<file path="src/rtl/dmem_port_arbiter.sv">
// rtl/dmem_port_arbiter.sv - two-lane round-robin arbiter sequencing the shared fixed-latency data-memory port
// Optional feature macro: DMEM_ARB_STATS_EN (adds conflict_cnt / wait_cnt statistics outputs)
module dmem_port_arbiter #(
    parameter int ADDR_W  = 32,
    parameter int DATA_W  = 32,
    parameter int MEM_LAT = 2,
    parameter int CNT_W   = 16
) (
    input  logic                  clk,
    input  logic                  reset,
    input  logic                  l0_req_valid,
    input  logic                  l0_req_we,
    input  logic [ADDR_W-1:0]     l0_req_addr,
    input  logic [DATA_W-1:0]     l0_req_wdata,
    input  logic [DATA_W/8-1:0]   l0_req_be,
    output logic                  l0_req_ready,
    output logic                  l0_rsp_valid,
    output logic [DATA_W-1:0]     l0_rsp_rdata,
    input  logic                  l1_req_valid,
    input  logic                  l1_req_we,
    input  logic [ADDR_W-1:0]     l1_req_addr,
    input  logic [DATA_W-1:0]     l1_req_wdata,
    input  logic [DATA_W/8-1:0]   l1_req_be,
    output logic                  l1_req_ready,
    output logic                  l1_rsp_valid,
    output logic [DATA_W-1:0]     l1_rsp_rdata,
    output logic                  mem_en,
    output logic                  mem_we,
    output logic [ADDR_W-1:0]     mem_addr,
    output logic [DATA_W-1:0]     mem_wdata,
    output logic [DATA_W/8-1:0]   mem_be,
    input  logic [DATA_W-1:0]     mem_rdata,
`ifdef DMEM_ARB_STATS_EN
    output logic [CNT_W-1:0]      conflict_cnt,
    output logic [CNT_W-1:0]      wait_cnt,
`endif
    output logic                  busy
);
    localparam int WCNT_W = $clog2(MEM_LAT + 1);

    typedef enum logic [1:0] {IDLE, ISSUE, WAIT, RESP} state_t;

    state_t              state;
    logic                rr;
    logic                owner;
    logic                lat_we;
    logic [WCNT_W-1:0]   wcnt;
    logic                both_valid;
    logic                any_valid;
    logic                grant;
    logic                hs;

    always_comb begin
        both_valid   = l0_req_valid & l1_req_valid;
        any_valid    = l0_req_valid | l1_req_valid;
        grant        = both_valid ? rr : l1_req_valid;
        hs           = reset && (state == IDLE) && any_valid;
        l0_req_ready = hs && !grant;
        l1_req_ready = hs && grant;
    end

    assign busy = (state != IDLE);

    // mem_addr/wdata/be double as the latched request fields and hold between accesses
    always_ff @(posedge clk) begin
        if (!reset) begin
            state        <= IDLE;
            rr           <= 1'b0;
            owner        <= 1'b0;
            lat_we       <= 1'b0;
            wcnt         <= '0;
            mem_en       <= 1'b0;
            mem_we       <= 1'b0;
            mem_addr     <= '0;
            mem_wdata    <= '0;
            mem_be       <= '0;
            l0_rsp_valid <= 1'b0;
            l0_rsp_rdata <= '0;
            l1_rsp_valid <= 1'b0;
            l1_rsp_rdata <= '0;
        end else begin
            case (state)
                IDLE: begin
                    if (hs) begin
                        owner     <= grant;
                        rr        <= ~grant;
                        lat_we    <= grant ? l1_req_we    : l0_req_we;
                        mem_we    <= grant ? l1_req_we    : l0_req_we;
                        mem_addr  <= grant ? l1_req_addr  : l0_req_addr;
                        mem_wdata <= grant ? l1_req_wdata : l0_req_wdata;
                        mem_be    <= grant ? l1_req_be    : l0_req_be;
                        mem_en    <= 1'b1;
                        state     <= ISSUE;
                    end
                end
                ISSUE: begin
                    mem_en <= 1'b0;
                    mem_we <= 1'b0;
                    wcnt   <= WCNT_W'(MEM_LAT);
                    state  <= WAIT;
                end
                WAIT: begin
                    if (wcnt == WCNT_W'(1)) begin
                        state <= RESP;
                        if (owner) begin
                            l1_rsp_valid <= 1'b1;
                            l1_rsp_rdata <= lat_we ? '0 : mem_rdata;
                        end else begin
                            l0_rsp_valid <= 1'b1;
                            l0_rsp_rdata <= lat_we ? '0 : mem_rdata;
                        end
                    end else begin
                        wcnt <= wcnt - WCNT_W'(1);
                    end
                end
                RESP: begin
                    l0_rsp_valid <= 1'b0;
                    l1_rsp_valid <= 1'b0;
                    state        <= IDLE;
                end
                default: state <= IDLE;
            endcase
        end
    end

`ifdef DMEM_ARB_STATS_EN
    localparam logic [CNT_W-1:0] CNT_MAX = '1;

    logic any_wait;
    assign any_wait = (l0_req_valid & ~l0_req_ready) | (l1_req_valid & ~l1_req_ready);

    always_ff @(posedge clk) begin
        if (!reset) begin
            conflict_cnt <= '0;
            wait_cnt     <= '0;
        end else begin
            if (hs && both_valid && conflict_cnt != CNT_MAX)
                conflict_cnt <= conflict_cnt + CNT_W'(1);
            if (any_wait && wait_cnt != CNT_MAX)
                wait_cnt <= wait_cnt + CNT_W'(1);
        end
    end
`endif

endmodule

</file>
<file path="config.mk">
export PLATFORM = sky130hd
export DESIGN_NAME = dmem_port_arbiter
export DESIGN_NICKNAME = d
export VERILOG_FILES = /design/src/rtl/dmem_port_arbiter.sv
export SDC_FILE = /design/constraint.sdc
export NUM_CORES = 1
export LEC_CHECK = 0
export ABC_AREA = 1
export CAP_MARGIN = 20
export CORE_MARGIN = 5
export CORE_UTILIZATION = 37
export DETAILED_ROUTE_END_ITERATION = 6
export GPL_ROUTABILITY_DRIVEN = 0
export PLACE_DENSITY = 0.83
export SLEW_MARGIN = 0
export SYNTH_ARGS = -nofsm -noshare
export SYNTH_HDL_FRONTEND = slang
export SYNTH_SLANG_ARGS = --single-unit
</file>
<file path="constraint.sdc">
create_clock -name clk -period 1.3 [get_ports clk]
set_clock_uncertainty 0.05 [all_clocks]
set_input_delay 0.26 -clock clk [delete_from_list [all_inputs] [get_ports clk]]
set_output_delay 0.26 -clock clk [all_outputs]
set_load 0.05 [all_outputs]
</file>
======== Yosys cells after proc, flatten, opt, wreduce, memory -nomap -nowiden ========
Index checks and enable logic that the tools add are counted.
word-level totals
  bits in registers ....................... 143
  output and inout port bits .............. 139
  word-level logic and storage cells ...... 67
cells by class
  $add $sub $neg .......................... 1
  equal/unequal tests ..................... 9
  muxes and demuxes ....................... 21
  bitwise operators ....................... 4
  reduce and logical (&&, ||, !) cells .... 18
operators with widths
  cell                                                                   count
  32-bit 2-to-1 mux                                                      3
  3-bit AND reduction                                                    4
  2-bit != test, second input constant                                   5
  1-bit 2-to-1 mux                                                       8
  1-bit case mux with 2 select lines                                     4
  2-bit case mux with 4 select lines                                     1
  2-bit AND reduction                                                    4
  2-bit nonzero test                                                     4
  2-bit 2-to-1 mux                                                       3
  2-bit by 1-bit equality test with 1-bit output, second input constant  2
  2-bit equality test, second input constant                             2
  1-bit logical AND                                                      4
  4-bit 2-to-1 mux                                                       1
  2-bit case mux with 2 select lines                                     1
  2-bit zero test                                                        1
  1-bit NOT                                                              2
  2-bit by 1-bit subtractor with 2-bit output, second input constant     1
  1-bit AND                                                              1
  1-bit zero test                                                        1
  1-bit bitwise OR                                                       1

======== Depth between registers and ports, before layout ========
Gate-level depths: netlist of run 1.
  depth in word-level cells ............... 5
  gate-level depth with buffers ........... 10

======== Worst setup path before layout of run 1 ========
OpenSTA, ideal clock, no wires.
  kind .................................... flip-flop to output port
  from .................................... register state[0]
  to ...................................... output l1_req_ready
  arrival ................................. 1430 ps
  slack ................................... -440 ps
  stages on the path, launching flop included .. 5
  cell sequence ........................... dfxtp_1 -> inv_1 -> ha_1 -> nand2_1 -> nor2_1
between the ends
  cells in the longest elaborated chain, start to end .. 4
ends and longest elaborated chain
  element                         RTL line  RTL
  start: declaration              43        state_t state;
  start signal: assignment        67        state <= IDLE;
  start signal: assignment        93        state <= ISSUE;
  start signal: assignment        100       state <= WAIT;
  2-bit zero test                 57        hs = reset && (state == IDLE) && any_valid;
  1-bit logical AND (2 in a row)  57
  1-bit logical AND               59        l1_req_ready = hs && grant;
  end: declaration                24        output logic l1_req_ready,
No other way between the ends.

======== Worst setup path in the final report of run 1 ========
  from .................................... register state[1]
  to ...................................... output l0_req_ready
between the ends
  cells in the longest elaborated chain, start to end .. 4
ends and longest elaborated chain
  element                         RTL line  RTL
  2-bit zero test                 57
  1-bit logical AND (2 in a row)  57
  1-bit logical AND               58        l0_req_ready = hs && !grant;
  end: declaration                16        output logic l0_req_ready,
No other way between the ends.

==> results of run 1 <==
## final cells by class
type | instances | share of cell area, %
repair buffers | 408 | 44.47
multi-input cells | 672 | 25.07
flip-flops and latches | 143 | 22.03
clock buffers | 23 | 3.802
well taps | 220 | 2.060
inverters | 46 | 1.414
clock inverters | 9 | 1.142
diodes | 1 | 0.01873
## cell usage in the layout (no fill, tap or decap), types with 16 or more instances in the layout
cell and instances:
dfxtp_1 78, a21oi_1 65, buf_4 36, nand2_1 265, nor2_1 103, nand3_1 69, dfxtp_2 65, inv_1 34
o21ai_1 27, nand2_4 16, clkdlybuf4s50_1 171, nand2_2 35, clkbuf_16 18, a21oi_2 37, buf_12 159, o21ai_0 27
## registers in the layout (all words and copies together), names as in the netlist
register,cells
l0_rsp_rdata,32
l0_rsp_valid,1
l1_rsp_rdata,32
l1_rsp_valid,1
lat_we,1
mem_addr,32
mem_be,4
mem_en,1
mem_wdata,32
mem_we,1
owner,1
rr,1
state,2
wcnt,2
## worst register-to-register path: stages (launching register included)
cell     delay (ps)
dfxtp_2         320
inv_2            70
ha_4            140
nand2_4          60
inv_4            70
nand2_4          50
buf_4           130
buf_8           140
buf_12          150
buf_12          140
buf_16          140
nand2_1          80
a21oi_1          70
## stage by stage
step | instance area, um2 | instances
after CTS | 12780 | 1510
after global placement | 11310 | 1444
after global routing | 13360 | 1522
after floorplan | 6392 | 928
final | 13360 | 1522
after detailed placement | 11310 | 1444
## repair_timing
item	CTS	global route
pin swaps	17	33
buffers inserted	17	12
hold endpoints to repair	0	0
cloned	19	1
gates resized for setup	78	188
endpoints found under the setup margin	152	194
## power by group through the flow
| stage | logic [W] | clock network, W | registers [W] |
|---|---|---|---|
| final | 0.00851 | 0.00551 | 0.00550 |
| after global routing | 0.00885 | 0.00571 | 0.00555 |
| after CTS | 0.00781 | 0.00549 | 0.00538 |
| after detailed placement | 0.00680 | 0 | 0.00546 |
| after global placement | 0.00669 | 0 | 0.00543 |
| after floorplan | 0.00212 | 0 | 0.00664 |
## metal layers
layer,track usage [%],part of all wire (%),up-vias,wire [um]
li1,-,-,3684,-
met1,30.50,35,3840,10940
met2,48.36,49,526,15390
met3,9.550,9.9,128,3118
met4,16.78,6.2,0,1947
met5,0,0,-,0
## path summary, 6_finish.rpt
check                           startpoint       endpoint  slack, ps  cells past startpoint
worst max-delay path              state[1]   l0_req_ready       -510                      9
worst min-delay path                 reset         lat_we        350                      4
worst max register to register    state[1]  mem_wdata[30]       -440                     12
worst min register to register     wcnt[1]        wcnt[1]        440                      2
## cell families (layout without fill, tap and decap cells)
group | count (synthesis) | after routing | synth area share, %
other cells | 0 | 1 | 0
fa+ha+maj | 6 | 6 | 1.183
compound gates | 164 | 164 | 13.05
flops | 143 | 143 | 45.11
simple gates | 502 | 502 | 31.55
buf+inv | 113 | 486 | 9.109
==> flow_summary.json, run 1 <==
{
  "cts.clk_slew.worst_paths_ps": 60,
  "drt-total-wl_mm": 31.40,
  "synth_area_leaders": "dfxtp_1, nand2_1, a21oi_1, nor2_1, nand3_1",
  "finalSetupViolCount": 152,
  "post-place-ws_ps": -441.5,
  "vias_per_cell": 5.373,
  "firstDrtPassIters": 6,
  "critPathMaxStageDelay_ps": 340,
  "dp.final_hpwl_mm": 19.04,
  "seq_area_um2": 2944,
  "critical_path.max_fanout": 2,
  "wl_per_cell_um": 20.63,
  "nets": 1468,
  "crit_path_start_kind": "flop",
  "cts_tree": "yes",
  "crit_arrival_ps": 1500,
  "area_growth_pct": 110.6,
  "fin_crit_sh_pct": 139.1,
  "avgSynthCellArea_um2": 6.838,
  "gr-total-overflow": 0,
  "synth_edf_count": 0,
  "ys_async_sr_fraction_pct": 0,
  "violations": "negative setup slack",
  "slew_viol_final": 0,
  "cts_htree_levels": 4,
  "initial_core_util_pct": 38.00,
  "worst_pin_slew_ps": 468.7,
  "clock_latency_ps": 420,
  "numCtsBuffers": 17,
  "ys_seq_area_share_pct": 45.11,
  "die_x_um": 141.0,
  "status": "complete, but fails checks",
  "grt_pass1_vias": 7825,
  "p_total_w": 0.01952,
  "fin_hold_ws_ps": 348.5,
  "yosysUniqueCellTypes": 23,
  "fillers": 883,
  "path_buf_inv": 5,
  "post_cts_hold_buffer_count": 0,
  "relSlewSlack_pct": 68.76,
  "ant_nets": 0,
  "antenna_found_initial": 1,
  "rsz0062_at_grt": "yes",
  "swShare_pct": 35.85,
  "drc": 0,
  "path_cells": "inv_2 -> ha_4 -> nand2_4 -> inv_4 -> nand2_4 -> inv_4 -> nand2_4 -> clkinvlp_4 -> buf_8",
  "syn_area_um2": 6346,
  "layout_setup_ws_ps": -508.7,
  "endpoint_kind": "output port",
  "vias": 8178,
  "finalHoldViolCount": 0,
  "boundaryPins": 313,
  "grt_pass1_wl_mm": 43.94,
  "synth_most_common_cell": "nand2_1",
  "cp_common_cell": "nand2_4",
  "power_leakage_nw": 5.728,
  "synth_nets": 1108,
  "coreArea_um2": 16700,
  "power_frac_clock_pct": 28.2,
  "synth.top_cell.area_share_pct": 45.11,
  "seq_power_share_pct": 28.2,
  "cp.required_ps": 990,
  "clock_path_buffers": 2,
  "worstHoldPathType": "input port to flop",
  "p_sw_w": 0.006998,
  "share_comb_of_total_power_pct": 43.6,
  "die_h_um": 141.0,
  "track_usage_pct": 28.36,
  "path_class": "flop to output port",
  "multi_input_area_um2": 3349,
  "dieArea_um2": 19870,
  "crit_family": "buffers and inverters",
  "max-vdd-ir-drop_mv": 0.9375,
  "synth_common_cells": "nand2_1, dfxtp_1, nor2_1",
  "row_count": 47,
  "power.density_nw_per_um2": 1461,
  "fmax_mhz": 552.9,
  "cts_root_buffer": "clkbuf_16",
  "cap_violations": 0,
  "synth_area_leader_cell": "dfxtp_1",
  "p_int_w": 0.01252,
  "ys_ff_latch": 143,
  "ys_warn_count": 0,
  "cts_sinks": 143,
  "dr.first_iter.drc_count": 612,
  "synth_ff_type": "dfxtp_1",
  "grt_max_degree": 70,
  "crit_slowest_cell": "dfxtp_2",
  "setup-tns-final_ps": -42830,
  "port_buffers": 312,
  "fin_util_pct": 80.01,
  "netlist_instances": 928,
  "layout-drive-gt1-share_pct": 34.97,
  "period_needed_ps": 1809
}
Power figures use the tool's default switching activity.
==> run 2, diff against run 1 <==
Settings changed: GPL_TIMING_DRIVEN set to 0.
==> flow_summary.json, run 2 (synthesis gave the netlist of run 1 again) <==
{
  "status": "complete, but fails checks",
  "violations": "negative setup slack",
  "fin_crit_sh_pct": 140.6,
  "cts.clk_slew.worst_paths_ps": 60,
  "power_leakage_nw": 5.459,
  "boundaryPins": 313,
  "gr-max-usage-layer": "met2",
  "slew_viol_final": 0,
  "worst_pin_slew_ps": 893.3,
  "post-place-ws_ps": -1578,
  "grt_pass1_wl_mm": 40.66,
  "cts_tree": "yes",
  "crit_slowest_cell": "dfxtp_2",
  "cts_root_buffer": "clkbuf_16",
  "wl_per_cell_um": 19.65,
  "track_usage_pct": 25.73,
  "setup-tns-final_ps": -51410,
  "clock_latency_ps": 430,
  "fin_hold_ws_ps": 390.2,
  "relSlewSlack_pct": 40.45,
  "dieArea_um2": 19870,
  "cts_htree_levels": 4,
  "grt_pass1_vias": 7426,
  "layout-drive-gt1-share_pct": 39.58,
  "vias_per_cell": 5.137,
  "final_common_cell": "nand2_1",
  "firstDrtPassIters": 5,
  "cp_common_cell": "nand2_4",
  "final_design_area_no_fill_um2": 12410,
  "dpl_cell_area_um2": 9781,
  "dp.final_hpwl_mm": 19.23,
  "path_buf_inv": 5,
  "die_h_um": 141.0,
  "crit_path_start_kind": "flop",
  "grt_max_degree": 17,
  "crit_arrival_ps": 1520,
  "most-common-layout-cells": "nand2_1, clkdlybuf4s50_1, buf_4, dfxtp_1, buf_6",
  "max-vdd-ir-drop_mv": 0.8733,
  "grtUsageMet3_pct": 7.416,
  "nets": 1501,
  "n_antenna_cell": 0,
  "p_total_w": 0.01816,
  "finalHoldViolCount": 0,
  "path_cells": "inv_2 -> ha_4 -> nand2_4 -> inv_2 -> nand2_4 -> inv_8 -> nand2_4 -> clkinvlp_4 -> buf_8",
  "post_cts_hold_buffer_count": 0,
  "crit_family": "buffers and inverters",
  "path_class": "flop to output port",
  "drt-total-wl_mm": 30.53,
  "antenna_found_initial": 0,
  "power.density_nw_per_um2": 1463,
  "initial_core_util_pct": 38.00,
  "finalSetupViolCount": 171,
  "worstHoldPathType": "input port to flop",
  "cap_violations": 0,
  "use_met1_pct": 28.86,
  "cp.required_ps": 990,
  "die_x_um": 141.0,
  "gr-total-overflow": 0,
  "ant_nets": 0,
  "cts_sinks": 143,
  "period_needed_ps": 1828,
  "vias": 7983,
  "dr.first_iter.drc_count": 444,
  "row_count": 47,
  "endpoint_kind": "output port",
  "clock_path_buffers": 2,
  "critPathMaxStageDelay_ps": 350,
  "port_buffers": 311,
  "area_growth_pct": 95.56,
  "coreArea_um2": 16700,
  "fmax_mhz": 547.1,
  "critical_path.max_fanout": 2,
  "rsz0062_at_grt": "yes",
  "layout_setup_ws_ps": -527.7,
  "grtUsageMet2_pct": 45.97,
  "drc": 0,
  "numCtsBuffers": 17
}
==> run 2: cell types whose count changed in the layout (fill, tap and decap cells not counted), sizes merged <==
| cell | before | now |
|---|---|---|
| clkbuf | 24 | 45 |
| buf | 234 | 242 |
| clkinv | 3 | 8 |
| bufinv | 4 | 2 |
| bufbuf | 2 | 1 |
| clkdlybuf4s50 | 171 | 170 |
| clkinvlp | 4 | 5 |
| diode | 1 | 0 |
| dlygate4sd2 | 0 | 1 |
| dlymetal6s2s | 0 | 1 |
==> run 2: per-layer routing <==
| metal | part of all wire, % | wire length [um] |
|---|---|---|
| met3 | 8.6 | 2637 |
| met4 | 3.8 | 1147 |
| met5 | 0 | 0 |
| met1 | 36 | 11050 |
| met2 | 51 | 15690 |
==> run 2: worst min-delay path: stages <==
cell	delay, ps
buf_6	130
nand2_8	110
nand2_1	50
nand2_1	130
nand2_2	90
o31ai_4	50
==> run 2: cell type report <==
| type | instances | area, um2 |
|---|---|---|
| flip-flops and latches | 143 | 2918 |
| clock buffers | 19 | 442.9 |
| inverters | 46 | 209.0 |
| clock inverters | 13 | 140.1 |
| repair buffers | 377 | 4048 |
| well taps | 220 | 275.3 |
| fillers | 1097 | 4290 |
| multi-input cells | 672 | 3805 |
| plain buffers | 64 | 573.1 |
==> run 2: timing repair <==
action                                  in CTS  in global routing
setup buffers                               27                 24
cloned                                       9                 12
resized for setup                         1010                325
endpoints found under the setup margin     282                205
pin swaps                                   16                 40
==> run 2: path summary, 6_finish.rpt <==
kind                                     from          endpoint  slack, ps  cells past startpoint
worst min-delay path             l1_req_valid            lat_we        390                      6
worst min register to register  mem_wdata[11]     mem_wdata[11]        410                      2
worst max register to register       state[0]  l0_rsp_rdata[21]       -470                     11
worst max-delay path                 state[1]      l0_req_ready       -530                      9
==> run 2: stage by stage <==
step	utilization, %	instances
after floorplan	-	928
after global placement	58.56	1459
after detailed placement	58.56	1459
after CTS	65.64	1527
after global routing	74.31	1554
final	74.31	1554
==> run 2: power by group <==
group | internal, W | leakage (nW) | switching [W] | total [W]
Combinational | 0.00339 | 4.00 | 0.00459 | 0.00798
Clock | 0.00288 | 0.275 | 0.00202 | 0.00489
Sequential | 0.00490 | 1.18 | 0.000386 | 0.00529
==> run 3, diff against run 2 <==
--- a/config.mk
+++ b/config.mk
@@ -6,12 +6,12 @@
 export NUM_CORES = 1
 export LEC_CHECK = 0
-export ABC_AREA = 1
+export ABC_AREA = 0
 export CAP_MARGIN = 20
 export CORE_MARGIN = 5
-export CORE_UTILIZATION = 37
+export CORE_UTILIZATION = 36
 export DETAILED_ROUTE_END_ITERATION = 6
 export GPL_ROUTABILITY_DRIVEN = 0
 export GPL_TIMING_DRIVEN = 0
-export PLACE_DENSITY = 0.83
+export PLACE_DENSITY = 0.84
 export SLEW_MARGIN = 0
 export SYNTH_ARGS = -nofsm -noshare
==> constraint.sdc (replaced) <==
create_clock -name clk -period 1.3 [get_ports clk]
set_clock_uncertainty 0.05 [all_clocks]
set_input_delay 0.13 -clock clk [delete_from_list [all_inputs] [get_ports clk]]
set_output_delay 0.13 -clock clk [all_outputs]
set_load 0.05 [all_outputs]
==> flow_summary.json, run 3 <==
{
  "initial_core_util_pct": 36.86,
  "relSlewSlack_pct": 57.85,
  "period_needed_ps": 1773,
  "setup-tns-final_ps": -49420,
  "violations": "design-rule violations, negative setup slack",
  "yosysUniqueCellTypes": 31,
  "port_buffers": 312,
  "share_comb_of_total_power_pct": 42.3,
  "seq_power_share_pct": 30.4,
  "fmax_mhz": 563.9,
  "dp.final_hpwl_mm": 16.84,
  "syn_area_um2": 5877,
  "grt_pass1_vias": 6579,
  "synth_common_cells": "nand2_1, dfxtp_1, nor2b_1",
  "firstDrtPassIters": 7,
  "drc": 1,
  "wl_per_cell_um": 20.65,
  "p_int_w": 0.01085,
  "fillers": 1159,
  "finalSetupViolCount": 147,
  "row_count": 46,
  "cts.clk_slew.worst_paths_ps": 60,
  "synth.top_cell.area_share_pct": 48.71,
  "worstHoldPathType": "input port to flop",
  "endpoint_kind": "output port",
  "ys_warn_count": 0,
  "cts_root_buffer": "clkbuf_16",
  "fin_crit_sh_pct": 136.4,
  "post_cts_hold_buffer_count": 0,
  "clock_path_buffers": 2,
  "ys_ff_latch": 143,
  "synth_area_leaders": "dfxtp_1, nand2_1, a21boi_0, nor2b_1, a21boi_1",
  "cap_violations": 0,
  "power_leakage_nw": 4.581,
  "clock_latency_ps": 420,
  "dieArea_um2": 18980,
  "netlist_instances": 651,
  "worst_pin_slew_ps": 632.2,
  "die_h_um": 137.8,
  "finalHoldViolCount": 0,
  "die_x_um": 137.8,
  "swShare_pct": 36.82,
  "ys_seq_area_share_pct": 48.71,
  "slew_viol_final": 0,
  "status": "complete, but fails checks",
  "grt_pass1_wl_mm": 36.03,
  "critical_path.max_fanout": 4,
  "crit_arrival_ps": 1590,
  "vias_per_cell": 5.240,
  "fin_hold_ws_ps": 193.7,
  "numCtsBuffers": 17,
  "synth_edf_count": 0,
  "coreArea_um2": 15940,
  "layout-drive-gt1-share_pct": 43.82,
  "grt_max_degree": 17,
  "layout_setup_ws_ps": -473.3,
  "cp.required_ps": 1120,
  "ant_nets": 0,
  "ys_async_sr_fraction_pct": 0,
  "synth_most_common_cell": "nand2_1",
  "p_sw_w": 0.006324,
  "power_frac_clock_pct": 27.3,
  "crit_path_start_kind": "flop",
  "most-common-layout-cells": "clkdlybuf4s50_1, dfxtp_1, buf_2",
  "n_antenna_cell": 0,
  "boundaryPins": 313,
  "rsz0062_at_grt": "yes",
  "nets": 1221,
  "power.density_nw_per_um2": 1531,
  "synth_area_leader_cell": "dfxtp_1",
  "dr.first_iter.drc_count": 513,
  "vias": 6644,
  "antenna_found_initial": 0,
  "synth_nets": 831,
  "synth_ff_type": "dfxtp_1",
  "cts_tree": "yes",
  "track_usage_pct": 24.77,
  "gr-total-overflow": 0,
  "final_common_cell": "clkdlybuf4s50_1",
  "cts_sinks": 143,
  "area_growth_pct": 90.82,
  "path_class": "flop to output port",
  "avgSynthCellArea_um2": 9.027,
  "cts_htree_levels": 4,
  "max-vdd-ir-drop_mv": 1.000,
  "drt-total-wl_mm": 26.19
}
==> run 3: final timing paths <==
kind                            cells after the start               to             from  slack [ps]
worst max-delay path                                7     l0_req_ready         state[1]        -470
worst min-delay path                                3      mem_addr[6]   l0_req_addr[6]         190
worst max register to register                     11  l0_rsp_rdata[7]         state[0]        -460
worst min register to register                      2  l0_rsp_rdata[0]  l0_rsp_rdata[0]         400
==> run 3: per-stage QoR <==
step	utilization (%)	setup WS (ps)	total power [W]	area, um2	cells
6_report	70.34	-473.3	0.01717	11210	1268
5_1_grt	70.34	-533.4	0.01781	11210	1268
4_1_cts	64.25	-448.3	0.01624	10240	1245
3_5_place_dp	58.92	-1042	0.01066	9394	1179
3_3_place_gp	58.92	-1030	0.01058	9394	1179
2_1_floorplan	-	-215.0	0.008597	6001	651
==> run 3: critical path, cell delays in order, from the launching register on <==
cell     delay (ps)
dfxtp_4         350
inv_4            60
ha_4            160
nand3_4          80
a21oi_4         160
buf_6           140
buf_12          100
buf_12          120
==> run 3: cell type report <==
class	instances	area [um2]	area share, %
clock inverters	10	88.84	0.7921
plain buffers	51	575.6	5.132
well taps	216	270.3	2.410
flip-flops and latches	143	2872	25.61
multi-input cells	446	3547	31.63
inverters	6	30.03	0.2678
repair buffers	376	3364	30.00
clock buffers	20	466.7	4.162
==> run 3: per-layer routing <==
layer | track usage (%) | vias to the layer above | wire length [um]
li1 | - | 3048 | -
met3 | 7.159 | 67 | 2239
met5 | 0 | - | 0
met1 | 27.42 | 3200 | 9446
met2 | 44.20 | 329 | 13560
met4 | 10.37 | 0 | 939
==> run 3: cell families after synthesis <==
family | count (synthesis) | synth area share [%]
flip-flops | 143 | 48.71
multiplexers | 1 | 0.1703
adder cells (fa/ha/maj) | 6 | 1.277
AND/OR/NAND/NOR | 251 | 19.25
buffers and inverters | 62 | 5.472
AO/OA/AOI/OAI | 188 | 25.12
==> run 3: power by group through the flow <==
stage          sequential (W)  clock, W  combinational [W]
6_report              0.00522   0.00468            0.00727
5_1_grt               0.00526   0.00490            0.00765
4_1_cts               0.00519   0.00471            0.00634
3_5_place_dp          0.00526         0            0.00539
3_3_place_gp          0.00525         0            0.00533
2_1_floorplan         0.00655         0            0.00205
==> run 3: timing repair <==
item                                    in CTS  in global routing
cloned                                      10                  9
buffers inserted                            28                 25
endpoints found under the setup margin     282                149
pin swaps                                   10                136
gates resized for setup                    880                242
